`src/rtl/bip_pkg.sv`:
```
// Shared definitions for the BIP control unit: opcodes, FSM states and
// data-path select/ALU encodings.
package bip_pkg;

  typedef enum logic [4:0] {
    OP_HLT  = 5'b00000,
    OP_STO  = 5'b00001,
    OP_LD   = 5'b00010,
    OP_LDI  = 5'b00011,
    OP_ADD  = 5'b00100,
    OP_ADDI = 5'b00101,
    OP_SUB  = 5'b00110,
    OP_SUBI = 5'b00111
  } opcode_e;

  typedef enum logic [2:0] {
    ST_FETCH = 3'd0,
    ST_LATCH = 3'd1,
    ST_EXEC  = 3'd2,
    ST_MEMRD = 3'd3,
    ST_HALT  = 3'd4
  } state_e;

  localparam logic [1:0] SELA_RAM = 2'b00;
  localparam logic [1:0] SELA_IMM = 2'b01;
  localparam logic [1:0] SELA_ALU = 2'b10;

  localparam logic ALU_ADD = 1'b0;
  localparam logic ALU_SUB = 1'b1;

endpackage

```
`src/rtl/bip_decoder.sv`:
```
// Opcode classifier for the BIP control unit; every opcode outside the
// defined set decodes as a NOP (all flags low).
module bip_decoder
  import bip_pkg::*;
(
  input  logic [4:0] opcode,
  output logic       is_mem,
  output logic       is_imm,
  output logic       is_store,
  output logic       is_halt,
  output logic       alu_op
);

  // Classify the opcode into instruction groups.
  always_comb begin
    is_mem   = 1'b0;
    is_imm   = 1'b0;
    is_store = 1'b0;
    is_halt  = 1'b0;
    alu_op   = ALU_ADD;
    case (opcode)
      OP_HLT:         is_halt  = 1'b1;
      OP_STO:         is_store = 1'b1;
      OP_LD, OP_ADD:  is_mem   = 1'b1;
      OP_SUB: begin
        is_mem = 1'b1;
        alu_op = ALU_SUB;
      end
      OP_LDI, OP_ADDI: is_imm  = 1'b1;
      OP_SUBI: begin
        is_imm = 1'b1;
        alu_op = ALU_SUB;
      end
      default:        is_mem   = 1'b0;
    endcase
  end

endmodule

```
`src/rtl/bip_control_unit.sv`:
```
// Multi-cycle BIP control unit: fetch/latch/execute FSM with PC and IR,
// driving accumulator data-path selects and the data-RAM write strobe.
module bip_control_unit
  import bip_pkg::*;
#(
  parameter logic [10:0] PC_RESET = 11'd0
) (
  input  logic        clk_i,
  input  logic        rst_i,
  output logic [10:0] prog_addr_o,
  input  logic [15:0] prog_data_i,
  output logic [10:0] operand_o,
  output logic [1:0]  sela_o,
  output logic        selb_o,
  output logic        op_o,
  output logic        wracc_o,
  output logic        ram_we_o,
  output logic        halted_o
);

  state_e      state_r, state_s;
  logic [10:0] pc_r;
  logic [15:0] ir_r;
  logic        is_mem_s, is_imm_s, is_store_s, is_halt_s, alu_op_s, is_load_s;
  logic [1:0]  sela_s;
  logic        selb_s, op_s, wracc_s, ram_we_s, halted_s;

  bip_decoder u_decoder (
    .opcode   (ir_r[15:11]),
    .is_mem   (is_mem_s),
    .is_imm   (is_imm_s),
    .is_store (is_store_s),
    .is_halt  (is_halt_s),
    .alu_op   (alu_op_s)
  );

  // LD and LDI bypass the ALU; the rest of the accumulator writers use it.
  assign is_load_s = (ir_r[15:11] == OP_LD) || (ir_r[15:11] == OP_LDI);

  // State, program counter and instruction register.
  always_ff @(posedge clk_i or negedge rst_i) begin
    if (!rst_i) begin
      state_r <= ST_FETCH;
      pc_r    <= PC_RESET;
      ir_r    <= 16'd0;
    end else begin
      state_r <= state_s;
      if (state_r == ST_LATCH) begin
        ir_r <= prog_data_i;
        pc_r <= pc_r + 11'd1;
      end else begin
        ir_r <= ir_r;
        pc_r <= pc_r;
      end
    end
  end

  // Next-state and control decode from current state and IR.
  always_comb begin
    state_s  = state_r;
    sela_s   = SELA_RAM;
    selb_s   = 1'b0;
    op_s     = ALU_ADD;
    wracc_s  = 1'b0;
    ram_we_s = 1'b0;
    halted_s = 1'b0;
    case (state_r)
      ST_FETCH: state_s = ST_LATCH;
      ST_LATCH: state_s = ST_EXEC;
      ST_EXEC: begin
        if (is_halt_s) begin
          state_s = ST_HALT;
        end else if (is_mem_s) begin
          state_s = ST_MEMRD;
        end else if (is_store_s) begin
          state_s  = ST_FETCH;
          ram_we_s = 1'b1;
        end else if (is_imm_s) begin
          state_s = ST_FETCH;
          wracc_s = 1'b1;
          sela_s  = is_load_s ? SELA_IMM : SELA_ALU;
          selb_s  = ~is_load_s;
          op_s    = alu_op_s;
        end else begin
          state_s = ST_FETCH;
        end
      end
      ST_MEMRD: begin
        state_s = ST_FETCH;
        wracc_s = 1'b1;
        sela_s  = is_load_s ? SELA_RAM : SELA_ALU;
        op_s    = alu_op_s;
      end
      ST_HALT:  halted_s = 1'b1;
      default:  state_s  = ST_FETCH;
    endcase
  end

  assign prog_addr_o = pc_r;
  assign operand_o   = ir_r[10:0];
  assign sela_o      = sela_s;
  assign selb_o      = selb_s;
  assign op_o        = op_s;
  assign wracc_o     = wracc_s;
  assign ram_we_o    = ram_we_s;
  assign halted_o    = halted_s;

endmodule
```
`config.mk`:
```
export PLATFORM = sky130hd
export DESIGN_NAME = bip_control_unit
export DESIGN_NICKNAME = d
export VERILOG_FILES = /design/src/rtl/bip_pkg.sv /design/src/rtl/bip_decoder.sv /design/src/rtl/bip_control_unit.sv
export SDC_FILE = /design/constraint.sdc
export NUM_CORES = 1
export LEC_CHECK = 0
export CAP_MARGIN = 10
export CELL_PAD_IN_SITES_DETAIL_PLACEMENT = 1
export CELL_PAD_IN_SITES_GLOBAL_PLACEMENT = 1
export CORE_MARGIN = 10
export CORE_UTILIZATION = 36
export DETAILED_ROUTE_END_ITERATION = 10
export PLACE_DENSITY = 0.88
export SYNTH_ARGS = -nofsm -noshare
export SYNTH_HDL_FRONTEND = slang
export SYNTH_SLANG_ARGS = --single-unit
```
`constraint.sdc`:
```
create_clock -name clk_i -period 3.44 [get_ports clk_i]
set_input_delay 0.688 -clock clk_i [delete_from_list [all_inputs] [get_ports clk_i]]
set_output_delay 0.688 -clock clk_i [all_outputs]
set_load 0.03 [all_outputs]
```
# [After elaboration in Yosys (flattened, before gate mapping)]
# Cells that the tools add are included.
[classes] muxes=35 reduce_logical=6 addsub=1 bitwise_logic=1 n_eq_ne=11
[ops] operator="2-to-1 mux 1 bit" n=23
[ops] operator="== test 5 x 3 -> 1 bit (second input constant)" n=4
[ops] operator="2-to-1 mux 2 bit" n=7
[ops] operator="one-hot mux 3 bit (4 select lines)" n=1
[ops] operator="adder 11 x 1 -> 11 bit (second input constant)" n=1
[ops] operator="== test 5 x 2 -> 1 bit (second input constant)" n=2
[ops] operator="== test 3 x 2 -> 1 bit (second input constant)" n=2
[ops] operator="OR reduction 3 bit" n=2
[ops] operator="== test 5 x 1 -> 1 bit (second input constant)" n=1
[ops] operator="logical NOT 5 bit" n=1
[ops] operator="one-hot mux 1 bit (2 select lines)" n=2
[ops] operator="one-hot mux 2 bit (2 select lines)" n=1
[ops] operator="== test 3 x 1 -> 1 bit (second input constant)" n=1
[ops] operator="== test 3 bit (second input constant)" n=1
[ops] operator="logical NOT 3 bit" n=1
[ops] operator="2-to-1 mux 3 bit" n=1
[ops] operator="OR reduction 2 bit" n=1
[ops] operator="logical OR 1 bit" n=1
[ops] operator="NOT 1 bit" n=1
[totals] elab_cells=57 reg_bits=30

# [Depth between registers and ports, before layout]
# Gate-level depths: netlist of the first run.
[logic_depth] depth_word=8 depth_mapped=5

# [By module]
# Synthesis of the first run repeated with hierarchy kept, for this count alone.
[hier_totals] hier_cells=158 hier_area_um2=1477.7
[modules_own_cells] module="bip_control_unit" seq_area_each_um2=750.7 n_inst=1 area_per_inst_um2=1428.9 cells_each=151
[modules_own_cells] module="bip_decoder" seq_area_each_um2=0.0 n_inst=1 area_per_inst_um2=48.8 cells_each=7

# [Worst setup path before layout of the first run]
# Ideal clock, no wire load.
[synth_path] path_kind="reg2out" startpoint="reg state_r[2]" endpoint="out sela_o[0]" path_stages_with_launch=4 required_time_ps=2752 n_path_buf=0 arrival_ps=1794 slack_ps=958 path_cell_list="dfrtp_1 > or4b_4 > or3b_4 > nor3b_2"
[synth_via] elab_chain_len=2 elab_cells_between_ends=3 cone_classes="eq/ne: 2; mux: 1"
[synth_rtl] item="start, declared" line="bip_control_unit.sv:21" source="state_e state_r, state_s;"
[synth_rtl] item="start signal, assigned" line="bip_control_unit.sv:47" source="state_r <= state_s;"
[synth_rtl] item="== test 3 x 2 -> 1 bit" line="bip_control_unit.sv:67" source="case (state_r)"
[synth_rtl] item="one-hot mux 2 bit (2 select lines) *" line="bip_control_unit.sv:67"
[synth_rtl] item="end, declared" line="bip_control_unit.sv:13" source="output logic [1:0] sela_o,"
# Every way passes the cells marked *; elsewhere a longest branch is shown, timed or not.

# [Worst setup path in the final report of the first run]
# Ends and elaborated chain as after synthesis.

==> results of run 1 <==
[report_power, final]
group          internal [mW]  switching [mW]  total, mW
Combinational          0.362           0.536      0.899
Clock                  0.160           0.133      0.294
Sequential             0.496           0.146      0.642
Total                   1.02           0.816       1.83
[metrics by stage]
stage | power [mW] | cell area [um2] | util (%)
floorplan | 1.27 | 1410 | -
global placement | 1.51 | 1850 | 49.8
detailed placement | 1.56 | 1850 | 49.8
CTS | 1.86 | 1940 | 52.3
global route | 1.99 | 1940 | 52.3
finish | 1.83 | 1940 | 52.3
[layer usage]
metal / vias up / share of wire [%] / wire [um]
li1: 560 / - / -
met1: 567 / 40 / 1530
met2: 35 / 51 / 1940
met3: 0 / 9.0 / 342
met4: 0 / 0 / 0
met5: - / 0 / 0
[registers in the layout, summed over array words and instances, names as in the netlist]
signal	flops
prog_addr_o	11
state_r	3
ir_r	16
[area by class of cell]
class / instances / area (um2) / share of cell area, %
inverters: 1 / 3.75 / 0.193
well taps: 48 / 60.1 / 3.09
flip-flops and latches: 30 / 751 / 38.6
repair buffers: 48 / 475 / 24.5
multi-input cells: 105 / 559 / 28.8
clock inverters: 2 / 12.5 / 0.644
clock buffers: 6 / 82.6 / 4.25
[cells in the mapped netlist]
cell,n,area share [%]
nor2_1,7,1.9
or3_1,1,0.44
and4_1,1,0.62
nand4_1,4,1.8
xnor2_1,6,3.7
o21ai_0,1,0.35
inv_1,1,0.27
or4b_4,1,0.97
buf_2,3,1.1
and3_1,1,0.44
nor3b_2,1,0.88
or3b_2,2,1.2
a211oi_1,1,0.53
ha_1,1,0.88
nand3_1,3,1.1
nand2_1,53,14
or2_2,1,0.44
a31oi_1,1,0.44
clkbuf_1,2,0.53
a21oi_1,4,1.4
and2_1,1,0.44
dfrtp_1,30,53
or3b_4,1,0.80
buf_4,11,5.8
nor4_1,1,0.44
xor2_1,4,2.5
nand3b_1,1,0.53
nor3_1,4,1.4
nor3b_1,1,0.53
nand2b_1,2,0.88
or2b_1,1,0.53
[worst max-delay path, cell delays in order (launching register included)]
cell             delay (ns)
dfrtp_1                0.45
or4b_4                 0.56
or3b_4                 0.41
nor3b_2                0.18
clkdlybuf4s50_1        0.69
[logic make-up (layout without fill, tap and decap cells)]
logic type	Yosys count	in the layout	share of synthesized area (%)
buf+inv	17	57	7.70
xor+xnor	10	10	6.19
flops	30	30	53.1
fa+ha+maj	1	1	0.885
simple gates	87	87	29.4
compound gates	7	7	2.74
[worst max path at each step]
stage	start	end	slack [ns]	cells past startpoint
after floorplan	state_r[2]	sela_o[0]	0.96	3
after global placement	state_r[2]	sela_o[0]	0.52	4
after detailed placement	state_r[2]	sela_o[0]	0.48	4
after CTS	state_r[2]	sela_o[0]	0.17	4
after global routing	state_r[2]	sela_o[0]	0.08	4
final	state_r[2]	sela_o[0]	0.20	4
==> impl_metrics.json, run 1 <==
{
  "r2r_cells": 3,
  "synth_cells": 152,
  "ff2ff_setup_slack_ns": 1.53,
  "postRouteWirelength_um": 3810,
  "grt_setup_unrepaired": "false",
  "drc_errors": 0,
  "mappedNetlistArea_um2": 1410,
  "cts_sinks": 30,
  "hold_path_class": "flop to flop",
  "final_cell_mix": "nand2_1 (53), clkdlybuf4s50_1 (46), dfrtp_1 (30)",
  "max-slew-margin-rel_pct": 69.4,
  "post-route-period-util_pct": 94.2,
  "cp.required_ns": 2.75,
  "cts-resized-gates": 0,
  "layout-drive-gt1-share_pct": 8.85,
  "clk_latency_ns": 0.28,
  "clk_path_buf_depth": 2,
  "start_util_pct": 38.0,
  "cp-start-kind": "flop",
  "fin_skew_ns": 0.00549,
  "max_freq_ghz": 0.308,
  "critPathKind": "flop to output port",
  "h-tree-depth": 2,
  "drt-initial-drc-count": 58,
  "hold_ws_ns": 0.477,
  "hold_viol_final": 0,
  "busiest_layer": "met2",
  "timing.final.crit_period_ns": 3.24,
  "synth.avg_cell_area_um2": 9.30,
  "grtUsageMet1_pct": 13.8,
  "first_pass_iters": 4,
  "slew_viol_final": 0,
  "r2r_start": "state_r[0]",
  "antenna_found_initial": 0,
  "instances_no_fill": 240,
  "antenna_cells": 0,
  "ant_nets": 0,
  "hold_depth": 2,
  "powerDensity_nw_per_um2": 944,
  "gr-total-overflow": 0,
  "die_area_um2": 6830,
  "grtUsageMet3_pct": 6.48,
  "power_leakage_nw": 0.883,
  "status": "complete, no violations",
  "worst_setup_path_end_kind": "output port",
  "critPathMaxFanout": 7,
  "synth_cell_types": 31,
  "area.growth.synth_to_final_pct": 37.5,
  "rows": 22,
  "hpwl_um": 2910,
  "yosys_warnings": 0,
  "path_clk_slew_ns": 0.06,
  "place.port_buffers": 46,
  "tightest_slew_ns": 0.459,
  "grt_pass1_vias": 1361,
  "r2r-end": "prog_addr_o[10]",
  "setup_viol": 0,
  "grt_pass1_wl_um": 6820,
  "drv_cap": 0,
  "routedWlPerCell_um": 15.9,
  "ys_seq_area_share_pct": 53.1,
  "tns_ns": 0,
  "numCtsBuffers": 5,
  "place_ws_ns": 0.480,
  "io_pins": 47,
  "fill_cells": 441,
  "place_inst": 232,
  "vias": 1162,
  "clockRootBuffer": "clkbuf_8",
  "cp_data_arrival_time_ns": 2.55,
  "nNetsFinal": 210,
  "postCtsSetupBuffers": 0,
  "grt_usage_pct": 12.8,
  "hold_path_end": "ir_r[7]",
  "ctsHoldBuffers": 0,
  "layout_setup_ws_ns": 0.198,
  "cts_tree": "done",
  "coreArea_um2": 3720,
  "grt_max_degree": 31,
  "mostFrequentLayoutCell": "nand2_1",
  "synth_seq_cells": 30,
  "place.gp.congestion": 0.846,
  "die_w_um": 82.7,
  "avgViaCountPerCell": 4.84,
  "vdd_drop_max_mv": 0.407,
  "synth.net_count": 171,
  "worstHoldStart": "ir_r[7]",
  "met2_usage_pct": 21.8,
  "die_y_um": 82.7
}
Power figures use the tool's default switching activity.
==> inputs of run 2 (changes only) <==
- SLEW_MARGIN: default -> 10
==> results of run 2 <==
The final DEF is identical to that of run 1; final timing and power are the same.
==> inputs of run 3 (changes only) <==
- SLEW_MARGIN: 10 -> default
==> results of run 3 <==
The final DEF is identical to that of run 1; final timing and power are the same.
